File: src/rtl/reflet_timer_pkg.sv
// Shared definitions for the reflet interval timer: register offsets and CTRL bit positions.
// Latency: n/a (constants, types and a pure decode function only).
// Backpressure: n/a.
package reflet_timer_pkg;

  // Register indices (byte offset = index * stride)
  localparam logic [2:0] REG_CTRL     = 3'd0;
  localparam logic [2:0] REG_PRESCALE = 3'd1;
  localparam logic [2:0] REG_COMPARE  = 3'd2;
  localparam logic [2:0] REG_COUNT    = 3'd3;
  localparam logic [2:0] REG_STATUS   = 3'd4;
  localparam int         NUM_REGS     = 5;

  // CTRL bit positions
  localparam int CTRL_EN   = 0;
  localparam int CTRL_AUTO = 1;
  localparam int CTRL_IE   = 2;
  localparam int CTRL_W    = 3;

  // Run mode is not stored; it is always decoded from EN/AUTO
  typedef enum logic [1:0] {
    MODE_IDLE     = 2'd0,
    MODE_PERIODIC = 2'd1,
    MODE_ONESHOT  = 2'd2
  } mode_t;

  function automatic mode_t ctrl_mode(input logic [CTRL_W-1:0] ctrl);
    if (!ctrl[CTRL_EN]) begin
      return MODE_IDLE;
    end else if (ctrl[CTRL_AUTO]) begin
      return MODE_PERIODIC;
    end else begin
      return MODE_ONESHOT;
    end
  endfunction

endpackage

File: src/rtl/reflet_timer_prescaler.sv
// Prescaler: emits a one-cycle tick every PRESCALE+1 cycles while enabled.
// Latency: tick is combinational from the internal counter; counter updates on the rising edge.
// Backpressure: none; the counter free-runs while enabled and holds at 0 otherwise.
module reflet_timer_prescaler #(
  parameter int wordsize = 16
) (
  input  logic                clk,
  input  logic                reset,
  input  logic                i_en,
  input  logic                i_clr,
  input  logic [wordsize-1:0] i_prescale,
  output logic                o_tick
);

  logic [wordsize-1:0] r_pre_cnt;
  logic                w_wrap;

  assign w_wrap = (r_pre_cnt == i_prescale);
  assign o_tick = i_en && w_wrap;

  // Count up to PRESCALE then wrap; forced to 0 while disabled or when EN is being cleared.
  // A PRESCALE change does not restart the count.
  always_ff @(posedge clk) begin
    if (reset || !i_en || i_clr) begin
      r_pre_cnt <= '0;
    end else if (w_wrap) begin
      r_pre_cnt <= '0;
    end else begin
      r_pre_cnt <= r_pre_cnt + wordsize'(1);
    end
  end

endmodule

File: src/rtl/reflet_timer.sv
// Memory-mapped interval timer: prescaled up-counter, compare match, auto-reload/one-shot, sticky IRQ.
// Latency: writes land on the write_en edge; reads return one cycle later; irq is combinational from registers.
// Backpressure: none; every bus access completes in a single cycle.
module reflet_timer
  import reflet_timer_pkg::*;
#(
  parameter int                  wordsize  = 16,
  parameter logic [wordsize-1:0] base_addr = 16'hFF00
) (
  input  logic                clk,
  input  logic                reset,
  input  logic [wordsize-1:0] addr,
  input  logic [wordsize-1:0] data_in,
  input  logic                write_en,
  output logic [wordsize-1:0] data_out,
  output logic                irq
);

  localparam int STRIDE_SHIFT = $clog2(wordsize / 8);

  logic [CTRL_W-1:0]   r_ctrl;
  logic [wordsize-1:0] r_prescale;
  logic [wordsize-1:0] r_compare;
  logic [wordsize-1:0] r_count;
  logic                r_pend;
  logic [wordsize-1:0] r_data_out;

  logic [wordsize-1:0] w_offset;
  logic [wordsize-1:0] w_index;
  logic [2:0]          w_reg;
  logic                w_sel;
  logic                w_wr;
  logic                w_rd;
  logic                w_tick;
  logic                w_match;
  logic                w_set_pend;
  logic                w_clr_pre;
  logic [wordsize-1:0] w_rd_dat;
  mode_t               w_mode;

  // Address decode: addresses below base wrap to a huge offset and fall out of range
  assign w_offset   = addr - base_addr;
  assign w_index    = w_offset >> STRIDE_SHIFT;
  assign w_sel      = (w_offset[STRIDE_SHIFT-1:0] == '0) && (w_index < wordsize'(NUM_REGS));
  assign w_reg      = w_index[2:0];
  assign w_wr       = w_sel && write_en;
  assign w_rd       = w_sel && !write_en;

  assign w_mode     = ctrl_mode(r_ctrl);
  assign w_match    = (r_count == r_compare);
  assign w_set_pend = w_tick && w_match;
  assign w_clr_pre  = w_wr && (w_reg == REG_CTRL) && !data_in[CTRL_EN];

  assign irq        = r_pend && r_ctrl[CTRL_IE];
  assign data_out   = r_data_out;

  reflet_timer_prescaler #(
    .wordsize(wordsize)
  ) u_prescaler (
    .clk       (clk),
    .reset     (reset),
    .i_en      (r_ctrl[CTRL_EN]),
    .i_clr     (w_clr_pre),
    .i_prescale(r_prescale),
    .o_tick    (w_tick)
  );

  // Read mux over the current (pre-update) register values
  always_comb begin
    w_rd_dat = '0;
    case (w_reg)
      REG_CTRL:     w_rd_dat = wordsize'(r_ctrl);
      REG_PRESCALE: w_rd_dat = r_prescale;
      REG_COMPARE:  w_rd_dat = r_compare;
      REG_COUNT:    w_rd_dat = r_count;
      REG_STATUS:   w_rd_dat = wordsize'(r_pend);
      default:      w_rd_dat = '0;
    endcase
  end

  // Timer state: tick update first, then bus writes override (COUNT/CTRL writes win over the tick)
  always_ff @(posedge clk) begin
    if (reset) begin
      r_ctrl     <= '0;
      r_prescale <= '0;
      r_compare  <= '0;
      r_count    <= '0;
      r_pend     <= 1'b0;
    end else begin
      if (w_tick) begin
        if (w_match) begin
          r_pend <= 1'b1;
          if (w_mode == MODE_PERIODIC) begin
            r_count <= '0;
          end else begin
            r_ctrl[CTRL_EN] <= 1'b0;
          end
        end else begin
          r_count <= r_count + wordsize'(1);
        end
      end
      if (w_wr) begin
        case (w_reg)
          REG_CTRL:     r_ctrl     <= data_in[CTRL_W-1:0];
          REG_PRESCALE: r_prescale <= data_in;
          REG_COMPARE:  r_compare  <= data_in;
          REG_COUNT:    r_count    <= data_in;
          REG_STATUS: begin
            // Write-1-to-clear; a match on the same edge keeps PEND set
            if (data_in[0] && !w_set_pend) begin
              r_pend <= 1'b0;
            end
          end
          default: ;
        endcase
      end
    end
  end

  // Registered read data; zero for writes and unselected addresses
  always_ff @(posedge clk) begin
    if (reset) begin
      r_data_out <= '0;
    end else if (w_rd) begin
      r_data_out <= w_rd_dat;
    end else begin
      r_data_out <= '0;
    end
  end

endmodule

File: config.mk
export PLATFORM = sky130hd
export DESIGN_NAME = reflet_timer
export DESIGN_NICKNAME = d
export VERILOG_FILES = /design/src/rtl/reflet_timer_pkg.sv /design/src/rtl/reflet_timer_prescaler.sv /design/src/rtl/reflet_timer.sv
export SDC_FILE = /design/constraint.sdc
export NUM_CORES = 1
export LEC_CHECK = 0
export BUFFER_PORTS_ARGS = -buffer_cell sky130_fd_sc_hd__buf_4
export CORE_ASPECT_RATIO = 1.25
export CORE_MARGIN = 4
export CORE_UTILIZATION = 58
export CTS_CLUSTER_DIAMETER = 150
export DETAILED_ROUTE_END_ITERATION = 12
export GPL_ROUTABILITY_DRIVEN = 0
export PLACE_DENSITY_LB_ADDON = 0.15
export SYNTH_ARGS = -nofsm -noshare
export SYNTH_HDL_FRONTEND = slang
export SYNTH_HIERARCHICAL = 1
export SYNTH_SLANG_ARGS = --single-unit
File: constraint.sdc
create_clock -name clk -period 3.05 [get_ports clk]
set_input_delay 0 -clock clk [delete_from_list [all_inputs] [get_ports clk]]
set_output_delay 0 -clock clk [all_outputs]
set_load 0.02 [all_outputs]
==> flow_metrics.env <==
export IMPL_status="complete, no violations"
export IMPL_ys_async_sr_fraction_pct=0
export IMPL_grt_ovfl_total=0
export IMPL_diodes=0
export IMPL_core_um2=7357
export IMPL_endpoint="r_count[9]"
export IMPL_cts_max_path_buffers=2
export IMPL_yosysUniqueCellTypes=60
export IMPL_die_y_um=105.1
export IMPL_required_ns=3.27
export IMPL_grt_pass1_wl_um=19010
export IMPL_rsz0062_at_grt="no"
export IMPL_clock_sinks=84
export IMPL_clk_pin_slew_ns=0.09
export IMPL_wl_per_cell_um=17.15
export IMPL_worst_slack_ns=0.6587
export IMPL_yosysTopAreaCell="dfxtp_1"
export IMPL_crit_start="write_en"
export IMPL_place_ws_ns=0.7193
export IMPL_skew_ns=0.01371
export IMPL_maxCapViolCount=0
export IMPL_rrSetupSlack_ns=0.68
export IMPL_cts_buffers=9
export IMPL_critPathMaxFanout=14
export IMPL_yosysMostFrequentCell="nand2_1"
export IMPL_ios=52
export IMPL_place_area_um2=4731
export IMPL_cts_max_level=3
export IMPL_clockRootBuffer="clkbuf_8"
export IMPL_critPathCaptureType="flip-flop"
export IMPL_worst_slew_pin_transition_ns=0.6898
export IMPL_finalNetCount=609
export IMPL_p_per_area_nw_per_um2=416.3
export IMPL_first_pass_iters=5
export IMPL_cts_resized_gates=0
export IMPL_final_cells=669
export IMPL_drt_first_iter_violations=331
export IMPL_finalInstanceArea_um2=5131
export IMPL_hold_viol=0
export IMPL_antenna_left=0
export IMPL_max_slew_margin_pct=53.96
export IMPL_slew_violations=0
export IMPL_hold_path_class="primary input to flip-flop"
export IMPL_syn_area_um2=4378
export IMPL_routed_via_density=6.007
export IMPL_via_count=4019
export IMPL_synth_edf_count=0
export IMPL_antenna_found_initial=0
export IMPL_final_min_clock_period_ns=2.391
export IMPL_remaining_drc_errors=0
export IMPL_rr_endpoint="r_count[6]"
export IMPL_avgSynthCellArea_um2=8.323
export IMPL_vdd_drop_max_mv=0.2629
export IMPL_worstHoldStart="addr[5]"
export IMPL_netlist_instances=526
export IMPL_syn_nets=563
export IMPL_placed_cells=635
export IMPL_yosysSeqAreaShare_pct=38.41
export IMPL_rr_startpoint="u_prescaler/r_pre_cnt[10]"
export IMPL_tritoncts="yes"
export IMPL_synth_top_area_share_pct=38.41
export IMPL_rr_worst_depth=8
export IMPL_critPathLaunchType="primary input"
export IMPL_fp_row_count=35
export IMPL_totalWireLength_um=11470
export IMPL_ys_ff_latch=84
export IMPL_area_growth_pct=17.20
export IMPL_die_w_um=85.71
export IMPL_synth_top_cells_by_count="90 x nand2_1, 84 x dfxtp_1, 54 x a21oi_1, 32 x nor2_1, 31 x nor3_1"
export IMPL_clkLatencyLatePin_ns=0.36
export IMPL_setup_tns_ns=0
export IMPL_setup_viol=0
export IMPL_initial_core_util_pct=59.51
export IMPL_grt_pass1_vias=3919
export IMPL_synth_ff_type="dfxtp_1"
export IMPL_drive_gt1_share_pct=17.68
export IMPL_worstSetupPathType="primary input to flip-flop"
export IMPL_grt_max_degree=56
export IMPL_port_buffers=51
export IMPL_holdWs_ns=0.04698
export IMPL_synthTopCellsByArea="dfxtp_1 38%, nand2_1 7.7%, a21oi_1 6.2%"
export IMPL_hpwl_um=8131
export IMPL_groute_usage_overall_pct=26.08
export IMPL_dieArea_um2=9011
export IMPL_p_leak_nw=1.806
export IMPL_fin_util_pct=69.74
export IMPL_power_total_mw=2.136
export IMPL_ys_warnings_count=6
export IMPL_fmax_mhz=418.2
export IMPL_min_period_over_period_pct=78.40
export IMPL_cp_data_arrival_time_ns=2.61
[cells by family (layout without fill, tap and decap cells)]
family                   count (synthesis)  count (layout)  share of synthesized area (%)
AND/OR/NAND/NOR                        235             235                          28.49
AO/OA/AOI/OAI                           98              98                          13.55
flip-flops                              84              84                          38.41
XOR/XNOR                                46              46                          9.203
buffers and inverters                   41              92                          4.173
multiplexers                            20              20                          5.601
adder cells (fa/ha/maj)                  2               2                         0.5715
[cell usage in the layout (no fill, tap or decap), types with 11 or more instances in the layout]
master         count
xor2_1            19
nor2_1            32
dfxtp_1           84
nor3_1            31
nand2_1           90
buf_4             54
dlygate4sd3_1     18
nor4_1            11
mux2_2            16
a21oi_1           54
xnor2_1           27
nand3_1           11
nand4_1           16
a22oi_1           14
[power by group]
part           leakage [nW]  internal (mW)  switching (mW)
combinational          1.01         0.0640          0.0732
sequential            0.676           1.10         0.00534
clock                 0.114          0.467           0.428
[flip-flops by register name (all words and copies together) (netlist names)]
register,cells
data_out,16
r_prescale,16
r_pend,1
r_compare,16
u_prescaler/r_pre_cnt,16
r_ctrl,3
r_count,16
[worst min path at each step]
stage | end | slack, ns | cells past startpoint
finish | data_out[0] | 0.05 | 5
global route | data_out[0] | 0.06 | 5
CTS | data_out[0] | 0.04 | 5
detailed placement | r_prescale[6] | 0.28 | 3
global placement | r_compare[8] | 0.28 | 3
floorplan | r_compare[0] | 0.14 | 2
[worst max-delay path, cell delays in order]
cell and delay (ns):
dlygate4sd3_1 0.52, buf_4 0.13, or4b_4 0.47, nor4_4 0.28, nand3_1 0.51, mux2_2 0.45, a41oi_1 0.16, a311oi_1 0.07
[area by class of cell]
| cell class | instances | area [um2] |
|---|---|---|
| fill | 597 | 2226 |
| tap | 92 | 115.1 |
| inverter | 4 | 15.01 |
| sequential | 84 | 1682 |
| clock buffer | 9 | 123.9 |
| clock inverter | 7 | 96.34 |
| multi-input combinational | 401 | 2514 |
| timing repair buffer | 72 | 585.6 |
[layer usage]
metal	track usage (%)	wire, um	share of wire [%]	vias to the layer above
met5	0	0	0	-
met2	41.56	5510	48	168
met1	34.12	4951	43	1878
met4	11.43	303	2.6	0
met3	4.811	708	6.2	24
li1	-	-	-	1949
[repair_timing]
item	in CTS	in global routing
buffers inserted	0	0
hold endpoints to repair	49	0
hold buffers	18	0
endpoints found under the setup margin	0	0
No activity file was read; power rests on OpenSTA's default activity.
